==> src/rtl/aes_block_loader.sv <==
// Loads a 128-bit key and plaintext from a 32-bit word stream, runs aes_top for LATENCY cycles, and returns the ciphertext with a valid/ready handshake.
// Define AES_LOADER_KEY_REUSE_EN to keep the loaded key so that later blocks need only four plaintext words.
module aes_block_loader #(
   parameter int LATENCY = 12
) (
   input  logic         clk,
   input  logic         reset,
   input  logic [31:0]  in_data,
   input  logic         in_valid,
   output logic         in_ready,
   output logic [127:0] core_data,
   output logic [127:0] core_key,
   output logic         core_rst_n,
   input  logic [127:0] core_result,
   output logic [127:0] out_data,
   output logic         out_valid,
   input  logic         out_ready
`ifdef AES_LOADER_KEY_REUSE_EN
   ,
   input  logic         new_key
`endif
);

   if (LATENCY < 1 || LATENCY > 31) begin : g_bad_latency
      $error("aes_block_loader: LATENCY must be in 1..31");
   end

   localparam logic [4:0] LAT = 5'(LATENCY);

   typedef enum logic [1:0] {
      LOAD = 2'd0,
      RUN  = 2'd1,
      DONE = 2'd2
   } state_t;

   state_t      state;
   logic [2:0]  word_cnt;
   logic [4:0]  run_cnt;
   logic        accept;
   logic [6:0]  lane_lsb;
`ifdef AES_LOADER_KEY_REUSE_EN
   logic        key_loaded;
`endif

   assign in_ready = (state == LOAD) && !reset;
   assign accept   = in_valid && in_ready;

   // Word 0 of each group lands in the most-significant lane.
   assign lane_lsb = {~word_cnt[1:0], 5'd0};

   always_ff @(posedge clk) begin
      if (reset) begin
         state      <= LOAD;
         word_cnt   <= 3'd0;
         run_cnt    <= 5'd0;
         core_rst_n <= 1'b0;
         out_valid  <= 1'b0;
         out_data   <= '0;
         core_data  <= '0;
         core_key   <= '0;
`ifdef AES_LOADER_KEY_REUSE_EN
         key_loaded <= 1'b0;
`endif
      end else begin
         case (state)
            LOAD: begin
               core_rst_n <= 1'b0;
               if (accept) begin
                  if (word_cnt[2]) begin
                     core_data[lane_lsb +: 32] <= in_data;
                  end else begin
                     core_key[lane_lsb +: 32] <= in_data;
                  end
`ifdef AES_LOADER_KEY_REUSE_EN
                  if (word_cnt == 3'd3) begin
                     key_loaded <= 1'b1;
                  end
`endif
                  if (word_cnt == 3'd7) begin
                     state    <= RUN;
                     word_cnt <= 3'd0;
                     run_cnt  <= 5'd0;
                  end else begin
                     word_cnt <= word_cnt + 3'd1;
                  end
               end
`ifdef AES_LOADER_KEY_REUSE_EN
               else if (new_key && word_cnt == 3'd4) begin
                  key_loaded <= 1'b0;
                  word_cnt   <= 3'd0;
               end
`endif
            end
            // Cycle 0 keeps the core in reset; it then runs for LATENCY cycles.
            RUN: begin
               if (run_cnt == LAT) begin
                  out_data  <= core_result;
                  out_valid <= 1'b1;
                  state     <= DONE;
               end else begin
                  run_cnt    <= run_cnt + 5'd1;
                  core_rst_n <= 1'b1;
               end
            end
            DONE: begin
               if (out_ready) begin
                  state      <= LOAD;
                  out_valid  <= 1'b0;
                  core_rst_n <= 1'b0;
                  run_cnt    <= 5'd0;
`ifdef AES_LOADER_KEY_REUSE_EN
                  word_cnt   <= key_loaded ? 3'd4 : 3'd0;
`else
                  word_cnt   <= 3'd0;
`endif
               end
            end
            default: begin
               state <= LOAD;
            end
         endcase
      end
   end

endmodule
==> config.mk <==
export PLATFORM = sky130hd
export DESIGN_NAME = aes_block_loader
export DESIGN_NICKNAME = d
export VERILOG_FILES = /design/src/rtl/aes_block_loader.sv
export SDC_FILE = /design/constraint.sdc
export NUM_CORES = 1
export LEC_CHECK = 0
export ABC_CLOCK_PERIOD_IN_PS = 2900
export CAP_MARGIN = 20
export CORE_AREA = 2 2 215 217
export CTS_CLUSTER_SIZE = 14
export DETAILED_ROUTE_END_ITERATION = 6
export DIE_AREA = 0 0 217 219
export GPL_ROUTABILITY_DRIVEN = 1
export PLACE_DENSITY = 0.76
export SYNTH_ARGS = -nofsm -noshare
export SYNTH_HDL_FRONTEND = slang
export SYNTH_SLANG_ARGS = --single-unit
==> constraint.sdc <==
create_clock -name clk -period 2.9 [get_ports clk]
set_input_delay 0.58 -clock clk [delete_from_list [all_inputs] [get_ports clk]]
set_output_delay 0.58 -clock clk [all_outputs]
set_load 0.05 [all_outputs]
**Yosys cells after proc, flatten, opt, wreduce, memory -nomap -nowiden**

Cells that the tools add are included.
Widths: inputs -> output; s select.

- Register bits after elaboration: 396
- Bits of input ports: 164
- Output and inout bits: 387

- $add $sub $neg: 3
- Eq/ne operators: 9
- Shift-type cells: 2
- Mux-type cells: 21
- Bitwise operators: 2
- Reductions and logical operators: 15

Operators with widths:

| kind | count |
|---|---|
| $bwmux 128 | 2 |
| $shift 32x9->128 const A | 1 |
| $shiftx 32x9->128 | 1 |
| $mux 5 | 4 |
| $pmux 5 s3 | 1 |
| $reduce_and 3->1 | 5 |
| $mux 3 | 3 |
| $neg 7->9 | 1 |
| $mux 2 | 4 |
| $ne 2x2->1 const B | 4 |
| $pmux 2 s3 | 1 |
| $pmux 3 s2 | 1 |
| $add 5x1->5 const B | 1 |
| $eq 5x4->1 const B | 1 |
| $reduce_and 5->1 | 1 |
| $reduce_and 4->1 | 1 |
| $reduce_bool 2->1 | 2 |
| $add 3x1->3 const B | 1 |
| $eq 3x3->1 const B | 1 |
| $mux 1 | 3 |
| $pmux 1 s3 | 1 |
| $reduce_bool 3->1 | 1 |
| $eq 2x1->1 const B | 1 |
| $eq 2x2->1 const B | 1 |
| 8 further kinds | 9 |

**Depth between registers and ports, before layout**

- Word-level depth: 5
- Mapped depth: 8
- Depth with buffers taken out: 5

**Least setup slack after synthesis**

OpenSTA, ideal clock, no wires.

- Kind: in2out
- From: in reset
- To: out in_ready
- Data arrival time: 2.306 ns
- Path slack: 0.014 ns
- Stages: 5
- Path through: buf_2 buf_2 clkbuf_1 clkbuf_1 nor3_1

- Cells in the longest elaborated chain, start to end: 2

Ends and longest elaborated chain:

| element | line | source |
|---|---|---|
| start: declaration | 7 | `input logic reset,` |
| $logic_not 1->1 | 45 | `assign in_ready = (state == LOAD) && !reset;` |
| $logic_and 1x1->1 | 45 |  |
| end: declaration | 10 | `output logic in_ready,` |

No other way between the ends.

**Final worst setup path**

- From: reg out_data[53]
- To: out out_data[53]

RTL lines:

| element | line | source |
|---|---|---|
| start: declaration | 15 | `output logic [127:0] out_data,` |
| start signal: assignment | 97 | `out_data <= core_result;` |

No word-level cell between the ends.

==> impl_metrics.toml <==
[outcome]
status = "completed"

[power]
clock_power_share = 0.457
p_sw_frac = 0.247
power_frac_seq = 0.457
cellPowerDensity_mw_per_mm2 = 515
p_switching_mw = 2.98
peakVddDrop_mv = 0.471
pwr-share-comb = 0.085
power.leakage_nw = 8.08
p_int_mw = 9.05

[yosys]
synth.area.top_cells = "dfxtp_1, mux2i_1, nand2b_1"
syn_inst = 1765
synth-seq-cells = 396
synth.most_common_cell = "dfxtp_1"
avgSynthCellArea_sq_um = 9.03
synthFlopType = "dfxtp_1"
syn_nets = 1937
yosysTopAreaCellShare = 0.497
yosysUniqueCellTypes = 45
synth_edf_count = 0
synth_warnings = 0
syn_area_sq_mm = 0.0159
synth_top_area_cell = "dfxtp_1"
async_flop_share = 0
synth_common_cells = "dfxtp_1, o21ai_0, nand2b_1"
seq_area_frac_synth = 0.497

[floorplanning]
dieWidth_microns = 217
die-height_microns = 219
die_area_sq_mm = 0.0475
rows = 78
core_sq_mm = 0.0451
ios = 551
start_util = 0.354

[worst_setup_path]
crit_cells = 1
reg2reg_from = "run_cnt[0]"
cp_top_family = "buffers and inverters"
r2r-end = "out_data[110]"
cp-end-kind = "output port"
cp_cell_sequence = "clkdlybuf4s50_1"
reg2reg_slack_ps = 500
cp_slowest_stage_delay_ps = 1000
path_buf_inv = 1
worstPathMaxFanout = 2
crit_path_start_kind = "flip-flop"
reg2regPathDepth = 6
crit_arrival_ps = 1900
slowest_stage = "clkdlybuf4s50_1"
worst_ep_required_time_ps = 2320
crit_type = "reg2out"

[routing]
wire_per_inst_microns = 21.9
avgViaCountPerCell = 5.36
vias = 15300
wl_microns = 62400
antenna_left = 0
drc_errors = 0
drtIter0Drc = 1205
firstDrtPassIters = 5

[sta]
slew_viol_final = 0
hold_ws_ps = 451
rsz0062_at_grt = "no"
setup_tns_ps = 0
fmax_mhz = 404
finalHoldViolCount = 0
tightest_slew_ps = 953
period_share = 0.854
skew_ps = 9.34
relSlewSlack = 0.361
timing.final.crit_period_ps = 2480
setup_viol = 0

[cells_and_area]
fillers = 4049
instances_no_fill = 2852
synthToLayoutAreaGrowth_pct = 46.4
post-route-util = 0.518
nets = 2388
drive_above_1_share = 0.0560

[clock_network]
clock-sinks = 396
clk_pin_slew_worst_paths_ps = 60
htreeDepth = 2
holdBufCountCts = 0
root_buffer = "clkbuf_16"
cts_resized = 0
postCtsSetupBuffers = 0
cts_buffers = 44
clk_latency_ps = 570
cts_tree = "built"
cts.path.max_buffers = 3

[placement]
dp_hpwl_microns = 44300
port_buffers = 550
gp_congestion = 0.872
placed_cells = 2770

[global_route]
grt_overflow_total = 0
grt_usage = 0.250
antenna_found_initial = 5
grt_max_degree = 106
first_global_vias = 15200
grt_pass1_wl_microns = 91200

[hold_path]
holdPathStages = 2
min_to = "state[1]"
hold_class = "in2reg"
hp-start = "reset"

[job]
drv_cap = 0
worst max path at each step:
stage                            start             to  slack, ps
after floorplan                  reset       in_ready         10
after global placement        in_valid   core_data[1]        500
after detailed placement      in_valid  core_key[113]        460
after CTS                 out_data[53]   out_data[53]        390
after global routing        run_cnt[0]   out_data[78]        340
final                     out_data[53]   out_data[53]        420
layer usage:
| metal | wire (microns) | track usage | part of all wire | vias up |
|---|---|---|---|---|
| li1 | - | - | - | 7072 |
| met4 | 3700 | 0.151 | 0.059 | 0 |
| met3 | 5450 | 0.0715 | 0.087 | 133 |
| met5 | 0 | 0 | 0 | - |
| met2 | 30000 | 0.428 | 0.48 | 731 |
| met1 | 23200 | 0.276 | 0.37 | 7364 |
worst register-to-register path, delay by kind of cell, from the launching register on:
family,cells,cell delay [ps]
compound gates,2,310
fa+ha+maj,1,220
buf+inv,2,590
flops,1,350
simple gates,1,770
layout make-up:
class	count	area, sq um	share of cell area
flip-flops and latches	396	7930	0.340
clock inverters	12	86.3	0.00370
inverters	6	22.5	0.000965
diodes	3	7.51	0.000322
repair buffers	587	5950	0.255
clock buffers	67	1330	0.0569
multi-input cells	1181	7270	0.312
well taps	600	751	0.0322
logic make-up after synthesis:
| group | count (synthesis) | share of synthesized area |
|---|---|---|
| and+or+nand+nor | 574 | 0.203 |
| muxes | 164 | 0.103 |
| buffers and inverters | 188 | 0.0512 |
| DFF | 396 | 0.497 |
| AOI/OAI and AO/OA | 435 | 0.139 |
| adders and majority gates | 8 | 0.00628 |
cells in the final DEF, fill, tap and decap left out, drive strengths merged, types with 3 or more instances in the layout:
cell / n
clkdlybuf4s50: 548
dfxtp: 396
o21ai: 225
nand2b: 199
a21oi: 198
mux2i: 164
nand3: 132
nand4: 94
nand2: 88
clkbuf: 67
buf: 39
nor2b: 35
inv: 10
ha: 8
clkinv: 5
diode: 3
a311oi: 3
clkinvlp: 3
nor3: 3
and3b: 3
nor2: 3
through the flow:
step                      instance area [sq um]  worst slack [ps]  total power, mW
after detailed placement                  21900               460             6.64
after global routing                      23300               337             12.4
after global placement                    21900               497             6.62
after floorplan                           15900              14.3             6.12
after CTS                                 23300               395             12.1
final                                     23300               423             12.0
sequential cells by signal, indices dropped and copies added, names as in the netlist:
signal and count:
core_key 128, out_data 128, out_valid 1, core_rst_n 1
state 2, core_data 128, run_cnt 5, word_cnt 3
power by group through the flow:
stage | clock network, mW | registers (mW) | logic [mW]
after floorplan | 0 | 5.71 | 0.412
after CTS | 5.60 | 5.50 | 1.03
after global placement | 0 | 5.62 | 1.01
after detailed placement | 0 | 5.62 | 1.02
final | 5.50 | 5.50 | 1.03
after global routing | 5.84 | 5.50 | 1.08
Note: power is estimated with default switching activity, not from simulation.
